===== src/rtl/alu_exec_ctrl.sv =====
// Execute-stage sequencer in front of the ALU: fetches operands, strobes the
// ALU mode for one cycle, writes the result back and keeps the C/Z flags.
module alu_exec_ctrl #(
    parameter int unsigned REG_AW = 2
) (
    input  logic              clk,
    input  logic              reset,
    input  logic              instr_valid,
    output logic              instr_ready,
    input  logic [7:0]        instr_op,
    input  logic [REG_AW-1:0] instr_rd,
    input  logic [REG_AW-1:0] instr_rs,
    input  logic              instr_imm_en,
    input  logic [7:0]        instr_imm,
    output logic [REG_AW-1:0] rf_raddr_a,
    output logic [REG_AW-1:0] rf_raddr_b,
    input  logic [7:0]        rf_rdata_a,
    input  logic [7:0]        rf_rdata_b,
    output logic [7:0]        alu_a,
    output logic [7:0]        alu_b,
    output logic [7:0]        alu_mode,
    output logic              alu_clr,
    input  logic [7:0]        alu_out,
    input  logic              alu_carry,
    input  logic              alu_zero,
    output logic              rf_we,
    output logic [REG_AW-1:0] rf_waddr,
    output logic [7:0]        rf_wdata,
    output logic              flag_c,
    output logic              flag_z,
    input  logic [1:0]        cond_sel,
    output logic              cond_true,
    output logic              done,
    output logic              illegal_op
);

    // ALU mode codes shared with the ALU
    localparam logic [7:0] ALU_NON = 8'h00;
    localparam logic [7:0] ALU_ADD = 8'h01;
    localparam logic [7:0] ALU_SUB = 8'h02;
    localparam logic [7:0] ALU_AND = 8'h03;
    localparam logic [7:0] ALU_OR  = 8'h04;
    localparam logic [7:0] ALU_XOR = 8'h05;
    localparam logic [7:0] ALU_NOT = 8'h06;
    localparam logic [7:0] ALU_SHL = 8'h07;
    localparam logic [7:0] ALU_SHR = 8'h08;

    typedef enum logic [1:0] {StIdle, StRead, StExec, StWb} state_t;

    state_t            state_q, state_d;
    logic [7:0]        op_q;
    logic [REG_AW-1:0] rd_q;
    logic [REG_AW-1:0] rs_q;
    logic              imm_en_q;
    logic [7:0]        imm_q;
    logic              op_legal;
    logic              accept;

    // Any code outside the defined ALU set (including ALU_NON) is dropped.
    assign op_legal = (op_q == ALU_ADD) || (op_q == ALU_SUB) || (op_q == ALU_AND) ||
                      (op_q == ALU_OR)  || (op_q == ALU_XOR) || (op_q == ALU_NOT) ||
                      (op_q == ALU_SHL) || (op_q == ALU_SHR);

    assign accept     = instr_valid && instr_ready;
    assign rf_raddr_a = rd_q;
    assign rf_raddr_b = rs_q;
    assign rf_waddr   = rd_q;
    assign rf_wdata   = alu_out;

    // State, instruction latch, operand registers, flags and status pulses
    always_ff @(posedge clk) begin
        if (reset) begin
            state_q    <= StIdle;
            op_q       <= ALU_NON;
            rd_q       <= '0;
            rs_q       <= '0;
            imm_en_q   <= 1'b0;
            imm_q      <= 8'h00;
            alu_a      <= 8'h00;
            alu_b      <= 8'h00;
            flag_c     <= 1'b0;
            flag_z     <= 1'b0;
            done       <= 1'b0;
            illegal_op <= 1'b0;
        end else begin
            state_q    <= state_d;
            done       <= (state_q == StWb);
            illegal_op <= (state_q == StRead) && !op_legal;
            if (accept) begin
                op_q     <= instr_op;
                rd_q     <= instr_rd;
                rs_q     <= instr_rs;
                imm_en_q <= instr_imm_en;
                imm_q    <= instr_imm;
            end
            if (state_q == StRead) begin
                alu_a <= rf_rdata_a;
                alu_b <= imm_en_q ? imm_q : rf_rdata_b;
            end
            if (state_q == StWb) begin
                flag_c <= alu_carry;
                flag_z <= alu_zero;
            end
        end
    end

    // Next state and per-state strobes; reset masks strobes combinationally
    always_comb begin
        state_d     = state_q;
        instr_ready = 1'b0;
        alu_mode    = ALU_NON;
        alu_clr     = 1'b1;
        rf_we       = 1'b0;
        case (state_q)
            StIdle: begin
                instr_ready = !reset;
                if (instr_valid && !reset) begin
                    state_d = StRead;
                end
            end
            StRead: begin
                state_d = op_legal ? StExec : StIdle;
            end
            StExec: begin
                alu_mode = reset ? ALU_NON : op_q;
                alu_clr  = reset;
                state_d  = StWb;
            end
            StWb: begin
                // ALU holds the mode captured at the end of EXEC
                alu_clr = reset;
                rf_we   = !reset;
                state_d = StIdle;
            end
            default: begin
                state_d = StIdle;
            end
        endcase
    end

    // Jump condition from the architectural flags
    always_comb begin
        cond_true = 1'b1;
        case (cond_sel)
            2'd0:    cond_true = 1'b1;
            2'd1:    cond_true = flag_z;
            2'd2:    cond_true = flag_c;
            default: cond_true = !flag_z;
        endcase
    end

endmodule


===== config.mk =====
export PLATFORM = sky130hd
export DESIGN_NAME = alu_exec_ctrl
export DESIGN_NICKNAME = d
export VERILOG_FILES = /design/src/rtl/alu_exec_ctrl.sv
export SDC_FILE = /design/constraint.sdc
export NUM_CORES = 1
export LEC_CHECK = 0
export BUFFER_PORTS_ARGS = -buffer_cell sky130_fd_sc_hd__buf_2
export CAP_MARGIN = 20
export CORE_ASPECT_RATIO = 0.8
export CORE_MARGIN = 2
export CORE_UTILIZATION = 48
export CTS_CLUSTER_DIAMETER = 60
export DETAILED_ROUTE_END_ITERATION = 10
export GPL_TIMING_DRIVEN = 0
export PLACE_DENSITY = 0.85
export SLEW_MARGIN = 5
export SYNTH_ARGS = -nofsm -noshare
export SYNTH_HDL_FRONTEND = slang
export SYNTH_SLANG_ARGS = --single-unit

===== constraint.sdc =====
create_clock -name clk -period 2.5 [get_ports clk]
set_input_delay 0.25 -clock clk [delete_from_list [all_inputs] [get_ports clk]]
set_output_delay 0.25 -clock clk [all_outputs]
set_load 0.005 [all_outputs]

Yosys cells after proc, flatten, opt, wreduce, memory -nomap -nowiden
Cells that the tools add are included.

Reduce and logical (&&, ||, !) cells: 16. Mux-type cells: 10. Eq/ne operators: 14.

Operators with widths (count): $eq A8 B3 Y1 const B (4); $mux W8 (3); $eq A8 B2 Y1 const B (2); $eq A8 B1 Y1 const B (1); $eq A8 B4 Y1 const B (1); $pmux W2 S4 (1); $logic_or A1 B1 Y1 (7); $eq A2 B2 Y1 const B (3); $eq A2 B1 Y1 const B (2); $logic_not A2 Y1 (2); $mux W2 (2); $logic_and A1 B1 Y1 (3); $logic_not A1 Y1 (3); $mux W1 (3); $pmux W1 S3 (1); $ne A2 B2 Y1 const B (1); $reduce_or A2 Y1 (1).

Logic and storage cells: 52. Bits of input ports: 52. Register bits: 43.

Logic depth before layout (Yosys ltp)
Gate-level depths: netlist (run 1).

Depth after elaboration: 10. Mapped depth: 6.

Least setup slack after synthesis (run 1)
Ideal clock, no wire load.

Path kind: in2reg. Start point: input reset. End point: register imm_en_q. Required time: 2.368 ns. Path buffers: 2. Arrival: 1.120 ns. Library setup time: 0.132 ns. Stages: 5. Setup slack: 1.248 ns. Path through: buf_6 > or4b_4 > buf_6 > nand2_1 > a21oi_1.

Word-level cells in the longest chain between the ends: 3.

RTL lines: start: declaration (line 7) `input logic reset,`; $logic_not A1 Y1 (line 116) `instr_ready = !reset;`; $mux W1 (line 114) `case (state_q)`; $logic_and A1 B1 Y1 (line 64) `assign accept = instr_valid && instr_ready;`; end signal: assignment (line 93) `imm_en_q <= instr_imm_en;`; end: declaration (line 54) `logic imm_en_q;`.

Several ways; a longest one is shown, not always the timed one. A chain may end at the register's enable or synchronous reset.

==> summary by stage, run 1 <==
Global route
The leftover overflow at the end of global routing is 0. The global-route usage over all layers is 19.3%. The number of antenna violations at the first check in global routing is 0. The first global-routing pass estimated 6430 um of wire. The via count of the first global-routing pass is 1502. Entering global routing, the biggest net connects 14 pins.

Finish
The repair_antennas step left the layout with diodes totalling 0. Leaving out fill and tap cells, the most frequent cell in the layout is sky130_fd_sc_hd__buf_2. In the layout the commonest cells are sky130_fd_sc_hd__buf_2 (92), sky130_fd_sc_hd__nand2_1 (61), sky130_fd_sc_hd__dfxtp_1 (43).

In the final layout, the share of cells above drive strength 1 is 40.3%. For this run, the post-layout net count is 364. The area growth from synthesis to layout is 32.7%.

Placed design
The detailed-placement wirelength estimate is 3060 um. The number of buffers added on ports is 88. At the end of routability-driven placement, the weighted congestion stood at 0.778.

Timing
Headroom to the max-slew limit came out at 60.6%. The minimum clock period after layout is 1.80 ns. Setup repair after global routing left no endpoint under its margin.

The top achievable clock speed is 556 MHz. Hold is met by 0.177 ns. The final sum of negative setup slack is 0 ns. The portion of the clock cycle consumed by the worst path in the final layout is 71.9%.

The total setup violations reported at the end of the flow is 0. The final worst clock skew is 0.00547 ns. The transition time at the pin with the least slew margin is 0.591 ns. The hold violation count in the final report is 0. The total count of max-transition violations in the final report is 0.

Clocking
TritonCTS created 5 clock buffers. The CTS tree is done. The number of buffers added for setup after CTS is 0. No sink is reached through more buffers than the 2 on the longest clock path. The clock tree synthesis step divided the H-tree into 2 levels.

The clock transition at the registers of the reported paths is 0.08 ns. In this run, post-CTS repair resized a total of 0 instances. The root buffer cell chosen for the clock tree is sky130_fd_sc_hd__clkbuf_8.

The cts-stage hold buffer count is 0. The clock insertion delay at the later pin of the skew report is 0.29 ns. The number of sinks on the clock net is 43.

Floorplan
The count of pins on the block boundary is 98. The number of placement rows is 20. For this configuration, the core starts out at a cell density of 49.2%.

The die outline width is 73.1 um. In this run the standard cell core region covers 3730 um^2. The y dimension of the die is 59.3 um. The total die area is 4340 um^2.

Pwr
The cell-internal power is 1.08 mW. The worst-case IR drop observed on VDD is 383 uV. Net switching is 24.5% of the power. The total net switching power is 0.352 mW. The sequential power share is 51.5%. The total leakage power is 1.13 nW.

The proportion of power drawn by the clock network is 33.2%. Per report_power, the combinational group accounts for 15.3% of the total. In this run the power density over the cells is 589 nW/um^2.

Critical path
The combined buffer and inverter count along the critical path is 2. The most numerous cell type found on the critical path is sky130_fd_sc_hd__buf_2. The launch instance of the worst register-to-register path is state_q[0]$_SDFFE_PP0P_. The data required time of the critical path is 2.25 ns. The critical path startpoint category is a flip-flop. The cell with the largest stage delay on the worst path is sky130_fd_sc_hd__nor3b_2. Measured in cells, the most critical reg-to-reg path has a length of 6. The category of the critical setup timing path is reg -> out. The signal on the critical path passes through buf_2 > nor3b_2 > and2_1 > buf_2.

The worst register-to-register path ends at alu_b[3]$_SDFFE_PP0P_. STA puts the critical path data arrival time at 1.55 ns. The worst setup path is captured at a primary output. On the worst path, the slowest cell contributes a delay of 0.41 ns. The largest fanout on the critical path is 10.

Grouping stages by cell kind, the critical path spends the most delay in simple AND/OR/NAND/NOR gates. In this run the register-to-register setup slack is 1.17 ns.

Worst hold path
For hold timing, the worst endpoint is alu_b[5]$_SDFFE_PP0P_. The worst hold path passes through 2 cells. The worst hold path begins at reset. The path category of the worst min-delay check is in -> reg.

Synthesis
The xor and xnor area share after synthesis is 0.477%. Multiplexer cells account for 4.91% of the synthesized area. The synthesized area is 1840 um^2.

Summing the areas of all and, or, nand and nor instances in the mapped netlist gives 23.3% of the synthesized area. The synthesized area per cell is 8.46 um^2. The synthesized netlist devotes 0% of its cell area to adder and majority cells. The net count after synthesis is 269. Sequential cells were found to cover 46.9% of the synthesized design area. The count of different cell masters after synthesis is 25. The number of warnings printed during yosys synthesis is 0. The share of the synthesized area in compound gates (AO/OA/AOI/OAI) is 14.1%. Counting flops and latches in the post-synthesis netlist gives 43. After technology mapping, the gate count stands at 217. By area, the combinational part of the netlist is dominated by simple AND/OR/NAND/NOR gates.

Job
The max capacitance violation total is 0.

Route
The violation count after the first detailed-routing iteration is 63. The final routed DRC violation total is 0. The first TritonRoute pass finished after 4 iterations. The final wirelength is 4050 um.

The via count is 1719. The average wire length per cell after detail routing is 11.3 um. The via density per instance is 4.82. The remaining number of nets flagged by the antenna check after routing is 0.

Outcome
The flow ran to the end, and the final reports show no timing, DRC or antenna violations.
[synthesized netlist by cell type]
cell type	number	area [um^2]
sky130_fd_sc_hd__a31o_2	1	8.76
sky130_fd_sc_hd__inv_1	2	7.51
sky130_fd_sc_hd__a211oi_2	4	50.1
sky130_fd_sc_hd__a22oi_1	1	7.51
sky130_fd_sc_hd__a211oi_1	4	30.0
sky130_fd_sc_hd__or4b_4	1	13.8
sky130_fd_sc_hd__clkbuf_1	4	15.0
sky130_fd_sc_hd__nand2_1	61	229
sky130_fd_sc_hd__buf_6	3	33.8
sky130_fd_sc_hd__nor4_1	1	6.26
sky130_fd_sc_hd__nor2b_1	1	6.26
sky130_fd_sc_hd__dfxtp_1	43	861
sky130_fd_sc_hd__xnor2_1	1	8.76
sky130_fd_sc_hd__and2_1	8	50.1
sky130_fd_sc_hd__a21oi_1	31	155
sky130_fd_sc_hd__nand2b_1	2	12.5
sky130_fd_sc_hd__nor2_1	13	48.8
sky130_fd_sc_hd__nand3_1	2	10.0
sky130_fd_sc_hd__nor4b_4	1	23.8
sky130_fd_sc_hd__buf_2	4	20.0
sky130_fd_sc_hd__a21boi_0	1	7.51
sky130_fd_sc_hd__nor3b_2	1	12.5
sky130_fd_sc_hd__buf_4	15	113
sky130_fd_sc_hd__mux2i_1	9	90.1
sky130_fd_sc_hd__nor3_1	3	15.0
[routing by layer]
metal	global-route usage [%]	up-vias	share of wire (%)
li1	-	891	-
met1	24.2	762	46
met2	32.3	59	47
met3	4.59	7	6.3
met4	7.14	0	1.4
met5	0	-	0
[sequential cells by signal (all words and copies together) (netlist names), named ones only]
| signal | count |
|---|---|
| imm_en_q | 1 |
| op_q | 8 |
| imm_q | 8 |
| done | 1 |
| flag_z | 1 |
| flag_c | 1 |
| rf_raddr_a | 2 |
| state_q | 1 |
| alu_a | 8 |
| illegal_op | 1 |
| rf_raddr_b | 2 |
| alu_b | 8 |
[area by class of cell]
cell class	instances	area (um^2)
clock inverter	1	7.51
fill	324	1290
tap	44	55.1
sequential	43	861
clock buffer	7	96.3
inverter	2	7.51
multi-input combinational	146	786
buffer	26	181
timing repair buffer	88	440
[metrics by stage]
step	utilization [%]	std cells	setup WS, ns	cell area (um^2)	total power, mW
5_1_grt	65.3	357	0.542	2430	1.51
3_5_place_dp	62.5	349	0.998	2330	0.975
2_1_floorplan	-	217	1.25	1840	0.885
6_report	65.3	357	0.702	2430	1.43
3_3_place_gp	62.5	349	1.03	2330	0.970
4_1_cts	65.3	357	0.673	2430	1.45
[logic make-up (layout without fill, tap and decap cells)]
family,after synthesis,after routing
compound gates,42,42
xor+xnor,1,1
buf+inv,28,124
flops,43,43
mux,9,9
simple gates,94,94
[worst max path at each step]
stage	start	endpoint	slack, ns	depth (start not counted)
after global placement	flip-flop	alu_mode[4]	1.03	4
final	flip-flop	alu_mode[2]	0.70	4
after global routing	flip-flop	alu_mode[3]	0.54	4
after CTS	flip-flop	alu_mode[5]	0.67	4
after floorplan	reset	imm_en_q$_SDFFE_PP0P_	1.25	5
after detailed placement	flip-flop	alu_mode[5]	1.0	4
[power by group through the flow]
| stage | sequential, mW | combinational [mW] | clock [mW] |
|---|---|---|---|
| floorplan | 0.755 | 0.130 | 0 |
| global placement | 0.754 | 0.216 | 0 |
| detailed placement | 0.755 | 0.221 | 0 |
| CTS | 0.739 | 0.221 | 0.490 |
| global route | 0.744 | 0.244 | 0.518 |
| finish | 0.739 | 0.219 | 0.477 |
Power figures use the tool's default switching activity.
==> inputs of run 2 (changes only) <==
- CORE_UTILIZATION: 48 -> 44
- PLACE_DENSITY: 0.85 -> 0.79
- clock period: 2.5 -> 1.7 ns (I/O delays scaled with it)
==> run 2 against run 1 <==
Net effect:
- count of clock-buffer cells in the layout decreased by 1
- global-route usage is 0.88 points lower
- utilization decreased by 1.7 points
- register-to-register slack got worse by 0.82 ns
- non-clock buffer count unchanged
- clock skew decreased by 0.0026 ns
- combinational power rose by 49%
- worst setup slack worse by 0.58 ns
- worst hold slack worse by 0.071 ns
- critical endpoint is now alu_mode[6]
- critical path depth is the same
- first-iteration DRC count is 16% lower
- die area rose by 8.5%
==> summary by stage, run 2 (synthesis results as in run 1) <==
Critical path
The delay of the slowest critical-path stage is 0.34 ns (-0.07 ns). The endpoint class of the critical path is a primary output. The signal on the critical path passes through clkbuf_4 > nor3b_4 > and2_1 > buf_2. The category of the critical setup timing path is reg -> out. The critical path startpoint category is a flip-flop. The data required time of the critical path was 1.53 ns (-0.72 ns). The largest fanout on the critical path came to 11 (+1).

The critical path data arrival time came to 1.41 ns (-0.14 ns). Among all stages on the critical path, the largest delay is contributed by sky130_fd_sc_hd__dfxtp_1. The combined buffer and inverter count along the critical path is 2 (unchanged). Broken down by cell family, the worst path's largest delay share belongs to simple AND/OR/NAND/NOR gates.

Placed design
The placer's final routability congestion estimate is 0.763 (-2.0%). The detailed-placement wirelength estimate is 3190 um (+4.2%). The number of buffers added on ports is 88 (unchanged).

The cell area after placement is 2340 um^2 (+0.59%).

Finish
The layout overhead on the synthesized area is 35.3%. The count of nets after finishing is 365 (+0.27%). The final instance area was 2480 um^2 (+2.0%). The share of the core filled with cells was 63.6% (-1.7 points). The number of diodes added for antenna fixing was 0 (unchanged). In the layout the commonest cells are sky130_fd_sc_hd__buf_2 (91), sky130_fd_sc_hd__nand2_1 (61), sky130_fd_sc_hd__dfxtp_1 (43).

The combined area of the multi-input logic cells is 805 um^2 (+2.4%). The total area of sequential cells is 861 um^2 (unchanged). The share of cells above drive strength 1 is 40.4% (+0.19 points). The leading cell type in the layout, fill and taps excluded is sky130_fd_sc_hd__buf_2. The number of fill cells was 370 (+14%).

Timing
The final worst clock skew was 0.00288 ns (-0.00259 ns). The total setup violations reported at the end of the flow is 0 (unchanged). The worst-case hold slack came to 0.106 ns (-0.0710 ns). The hold violation count in the final report is 0 (unchanged). For the finished layout, the period the worst path requires is 1.58 ns. Timing would allow up to 634 MHz. The total count of max-transition violations in the final report was 0 (unchanged). The final sum of negative setup slack was 0 ns (unchanged).

The transition time at the pin with the least slew margin is 0.596 ns (+0.00571 ns). The headroom to the max-slew limit is 60.2% (-0.38 points). Setup repair after global routing left no endpoint under its margin. Of the available clock period, the critical path in the final layout requires 92.8%.

Pwr
The total leakage power came to 1.14 nW (+1.3%). The power density over the cells is 898 nW/um^2 (+52%). The peak ir drop on the vdd network is 607 uV (+59%). The power consumption is 2.23 mW (+55%).

Clocking
The clock root buffer is sky130_fd_sc_hd__clkbuf_8. The clock transition at the registers of the reported paths is 0.08 ns (about the same). TritonCTS built the clock tree. The buffer depth of the longest clock path is 2 (unchanged). The clock insertion delay at the later pin of the skew report is 0.29 ns (about the same). The number of sinks on the clock net is 43 (unchanged). The number of buffers added for setup after CTS was 0 (unchanged). The cts-stage hold buffer count was 0 (unchanged).

The deepest level of the CTS H-tree was 2 (unchanged). The number of buffers inserted during clock tree synthesis is 5 (unchanged).

Global route
The number of antenna violations at the first check in global routing was 0 (unchanged). The wire length of the first global-routing pass is 6690 um (+4.0%). The maximum number of pins on one net before global-route repair is 14 (unchanged). The via count of the first global-routing pass is 1532 (+2.0%). The global-route usage over all layers came to 18.4% (-0.88 points). The leftover overflow at the end of global routing is 0 (unchanged).

Route
The violation count after the first detailed-routing iteration was 53 (-16%). The final wirelength is 4280 um (+5.8%). The remaining number of nets flagged by the antenna check after routing came to 0 (unchanged). The via density per instance came to 4.68 (-2.7%).

The count of TritonRoute iterations in the first routing pass is 4 (unchanged). The average wire length per cell after detail routing is 11.6 um (+2.3%). The final routed DRC violation total is 0 (unchanged). The via count was 1728 (+0.52%).

Floorplan
The die outline width was 76.2 um (+4.2%). The initial core utilization came to 47.0% (-2.2 points). The y dimension of the die is 61.8 um (+4.1%). The core area was 3900 um^2 (+4.7%). The total die area came to 4710 um^2 (+8.5%). The count of pins on the block boundary is 98 (unchanged). The number of placement rows is 20 (unchanged).

Worst hold path
The path category of the worst min-delay check is in -> reg.

Outcome
The flow ran to the end, and the final reports show no timing, DRC or antenna violations.

Job
The max capacitance violation total came to 0 (unchanged).
==> run 2: cell types whose count changed in the layout (fill, tap and decap cells not counted), sizes merged <==
cell / change
nor3b: +1
buf: -1
clkinv: +1
bufinv: +1
clkinvlp: -1
==> run 2: timing repair <==
item,in CTS,in global routing
endpoints found under the setup margin,8,8
cloned,0,1
resized for setup,1,1
==> run 2: path summary, 6_finish.rpt <==
path / depth (start not counted) / startpoint / end / slack [ns]
max: 4 / flip-flop / alu_mode[6] / 0.12
min: 3 / instr_op[1] / op_q[1]$_SDFFE_PP0P_ / 0.11
max reg2reg: 6 / state_q[0]$_SDFFE_PP0P_ / alu_b[4]$_SDFFE_PP0P_ / 0.35
min reg2reg: 2 / alu_a[3]$_SDFFE_PP0P_ / alu_a[3]$_SDFFE_PP0P_ / 0.46
==> run 2: where the power goes <==
group	total [mW]	internal (mW)	switching (mW)
Combinational	0.327	0.165	0.162
Sequential	1.09	1.06	0.0274
Clock	0.815	0.475	0.340
Total	2.23	1.70	0.530
==> run 2: routing by layer <==
| layer | vias up | share of wire [%] | track usage [%] | wire length, um |
|---|---|---|---|---|
| met5 | - | 0 | 0 | 0 |
| met4 | 0 | 1.5 | 7.79 | 64 |
| met3 | 8 | 8.1 | 5.35 | 345 |
| met2 | 73 | 43 | 30.5 | 1830 |
| met1 | 748 | 48 | 23.2 | 2040 |
| li1 | 899 | - | - | - |
==> run 2: worst reg2reg max path, delay by kind of cell (launching register included) <==
kind	cells	cell delay, ns
buf+inv	3	0.56
simple gates	2	0.21
flops	1	0.34
compound gates	1	0.18
==> run 2: layout make-up <==
type                       instances  share of cell area [%]
inverter                           2                   0.302
sequential                        43                    34.7
clock inverter                     2                    1.41
timing repair buffer              88                    17.7
tap                               55                    2.77
clock buffer                       6                    3.32
buffer                            26                    7.41
multi-input combinational        147                    32.4
==> run 2: per-stage QoR <==
step                      instances  setup WS [ns]
after detailed placement        360          0.280
after global placement          360          0.319
after CTS                       368         0.0198
final                           369          0.123
after global routing            369         0.0428
after floorplan                 217          0.482
==> inputs of run 3 (changes only) <==
- SETUP_SLACK_MARGIN: default -> 0.5
==> run 3 against run 2 <==
Net effect:
- worst setup slack gained 0.12 ns
- worst hold slack barely moved
- total power rose by 8.1%
- largest power group unchanged
- routed wire length up 20%
- combinational power is 53% higher
- critical endpoint is now op_q[7]$_SDFFE_PP0P_
- final area grew 23%
- utilization rose by 14 points
- clock power rose by 0.6%
- non-clock buffer count is 17 higher
- die area is the same
==> summary by stage, run 3 (synthesis results as in run 1) <==
Finish
From synthesis to final layout, the design area changed by 66.1%. The number of diodes added for antenna fixing is 0 (unchanged). The number of fill cells came to 280 (-24%). The total area of sequential cells is 865 um^2 (+0.44%). The count of nets after finishing came to 382 (+4.7%). The combined area of the multi-input logic cells is 1100 um^2 (+37%). The share of cells above drive strength 1 is 62.2% (+22 points). Leaving out fill and tap cells, the most frequent cell in the layout is sky130_fd_sc_hd__buf_2. In the layout the commonest cells are sky130_fd_sc_hd__buf_2 (88), sky130_fd_sc_hd__dfxtp_1 (40), sky130_fd_sc_hd__nand2_1 (39).

Route
The average wire length per cell after detail routing came to 13.4 um (+15%). The remaining number of nets flagged by the antenna check after routing is 0 (unchanged). The final wirelength came to 5160 um (+20%). The via count is 1887 (+9.2%). The via density per instance is 4.89 (+4.4%). The final routed DRC violation total is 0 (unchanged). The count of TritonRoute iterations in the first routing pass is 6 (+2). The violation count after the first detailed-routing iteration is 100 (+89%).

Clocking
The buffer depth of the longest clock path is 2 (unchanged). The clock insertion delay at the later pin of the skew report is 0.30 ns (about the same). The number of sinks on the clock net is 43 (unchanged). Clock tree synthesis selected as its root buffer the cell sky130_fd_sc_hd__clkbuf_8.

The clock transition at the registers of the reported paths came to 0.08 ns (about the same). The cts-stage hold buffer count was 0 (unchanged). TritonCTS built the clock tree.

The deepest level of the CTS H-tree came to 2 (unchanged). The number of buffers inserted during clock tree synthesis is 5 (unchanged).

Critical path
The category of the critical setup timing path is reg -> reg. The worst reg-to-reg path cell count is 7 (+1). Traced cell by cell, the critical path runs through buf_6 > buf_6 > nor4b_4 > buf_6 > buf_8 > nand2_2 > a21oi_2.

The slowest stage of the critical path belongs to the cell sky130_fd_sc_hd__dfxtp_2. The largest fanout on the critical path is 5 (-6). The combined buffer and inverter count along the critical path came to 4 (+2).

The cell occurring most often along the worst timing path is sky130_fd_sc_hd__buf_6. The family with the most delay on the worst path is buffers and inverters. The reg-to-reg critical path endpoint is op_q[7]$_SDFFE_PP0P_. The critical path data arrival time came to 1.68 ns (+0.27 ns). The worst setup path is launched from a flip-flop. The internal reg-to-reg setup slack is 0.25 ns (-0.10 ns). The endpoint class of the critical path is a flip-flop. The data required time of the critical path came to 1.92 ns (+0.39 ns).

The delay of the slowest critical-path stage is 0.33 ns (about the same).

Timing
The setup slack after layout came to 0.247 ns (+0.124 ns). Setup repair after global routing could not meet its margin everywhere. The final worst clock skew is 0.00909 ns (+0.00622 ns).

The total count of max-transition violations in the final report is 0 (unchanged). The total setup violations reported at the end of the flow is 0 (unchanged). The headroom to the max-slew limit is 46.4% (-14 points).

The hold violation count in the final report is 0 (unchanged). The minimum clock period after layout was 1.45 ns (-0.124 ns). The final sum of negative setup slack is 0 ns (unchanged). The top achievable clock speed is 688 MHz (+8.5%). The portion of the clock cycle consumed by the worst path in the final layout came to 85.5% (-7.3 points). The transition time at the pin with the least slew margin is 0.804 ns (+0.208 ns).

Global route
The wire length of the first global-routing pass came to 7200 um (+7.6%). The leftover overflow at the end of global routing is 0 (unchanged). The number of antenna violations at the first check in global routing is 0 (unchanged). The maximum number of pins on one net before global-route repair came to 14 (unchanged). The via count of the first global-routing pass is 1526 (-0.39%). The global-route usage over all layers is 20.1% (+1.7 points).

Pwr
The peak ir drop on the vdd network is 553 uV (-8.9%). The power density over the cells came to 791 nW/um^2 (-12%). The total leakage power is 1.43 nW (+25%). The power consumption is 2.41 mW (+8.1%).

Floorplan
The count of pins on the block boundary came to 98 (unchanged). The total die area is 4710 um^2 (unchanged). The initial core utilization is 47.0% (unchanged).

The number of placement rows is 20 (unchanged). The y dimension of the die was 61.8 um (unchanged). The die outline width is 76.2 um (unchanged).

The core area is 3900 um^2 (unchanged).

Outcome
The flow ran to the end, and the final reports show no timing, DRC or antenna violations.

Placed design
The detailed-placement wirelength estimate was 3150 um (-1.2%). The placer's final routability congestion estimate is 0.720 (-5.7%). The pre-CTS worst setup slack is 0.248 ns (-0.0317 ns).

The number of buffers added on ports is 88 (unchanged).

Job
The max capacitance violation total is 0 (unchanged).

Worst hold path
The startpoint of the worst hold path is instr_op[4]. The tightest min-delay check is of the in -> reg type. The number of stages on the worst hold path was 3 (unchanged). The path with the worst hold slack has its endpoint at op_q[4]$_SDFFE_PP0P_.
[run 3: cell types whose count changed in the layout (fill, tap and decap cells not counted), moves of 5 or more]
| cell | before | now |
|---|---|---|
| sky130_fd_sc_hd__nor2_1 | 13 | 8 |
| sky130_fd_sc_hd__a21oi_1 | 31 | 6 |
| sky130_fd_sc_hd__nand2_4 | 0 | 19 |
| sky130_fd_sc_hd__nor2_2 | 0 | 5 |
| sky130_fd_sc_hd__buf_6 | 3 | 16 |
| sky130_fd_sc_hd__a21oi_2 | 0 | 25 |
| sky130_fd_sc_hd__nand2_1 | 61 | 39 |
[run 3: metrics by stage]
| step | hold WS [ns] | util [%] | instances | instance area [um^2] |
|---|---|---|---|---|
| after floorplan | 0.306 | - | 217 | 1840 |
| after global placement | 0.395 | 60.1 | 360 | 2340 |
| after detailed placement | 0.403 | 60.1 | 360 | 2340 |
| after CTS | 0.100 | 68.8 | 380 | 2680 |
| after global routing | 0.102 | 78.1 | 386 | 3050 |
| final | 0.106 | 78.1 | 386 | 3050 |
[run 3: cell type report]
class | count | area share (%)
Buffer | 26 | 7.55
Clock buffer | 6 | 2.71
Clock inverter | 2 | 1.15
Inverter | 2 | 0.246
Multi-Input combinational cell | 147 | 36.2
Sequential cell | 43 | 28.4
Tap cell | 55 | 2.26
Timing Repair Buffer | 105 | 21.6
[run 3: power by group]
group | leakage, nW | internal, mW | switching, mW
Sequential | 0.352 | 1.06 | 0.0294
Clock | 0.0612 | 0.475 | 0.345
Combinational | 1.02 | 0.254 | 0.246
Total | 1.43 | 1.79 | 0.620
[run 3: timing repair]
action / 4_1_cts / 5_1_grt
pin swaps: 15 / 49
endpoints found under the hold margin: 0 / 0
gates resized for setup: 31 / 80
cloned: 4 / 1
setup buffers: 8 / 5
setup endpoints to repair: 50 / 50
[run 3: routing by layer]
layer  wire [um]  GRT usage [%]  vias to the layer above  share of wire [%]
met3         340           5.92                        5                6.6
met4          55           7.01                        0                1.1
met2        2360           31.4                       80                 46
met5           0              0                        -                  0
met1        2400           27.3                      874                 47
li1            -              -                      928                  -
[run 3: how the worst max path moves through the flow]
stage | cells past startpoint | startpoint | to
floorplan | 4 | flip-flop | imm_en_q$_SDFFE_PP0P_
global placement | 4 | flip-flop | alu_mode[4]
detailed placement | 4 | flip-flop | alu_mode[4]
CTS | 4 | state_q[0]$_SDFFE_PP0P_ | alu_mode[4]
global route | 4 | flip-flop | alu_mode[2]
finish | 7 | flip-flop | op_q[7]$_SDFFE_PP0P_
[run 3: worst min-delay path: stages]
cell                      delay (ns)
sky130_fd_sc_hd__buf_2          0.10
sky130_fd_sc_hd__nand2_1        0.04
sky130_fd_sc_hd__a21oi_1        0.05
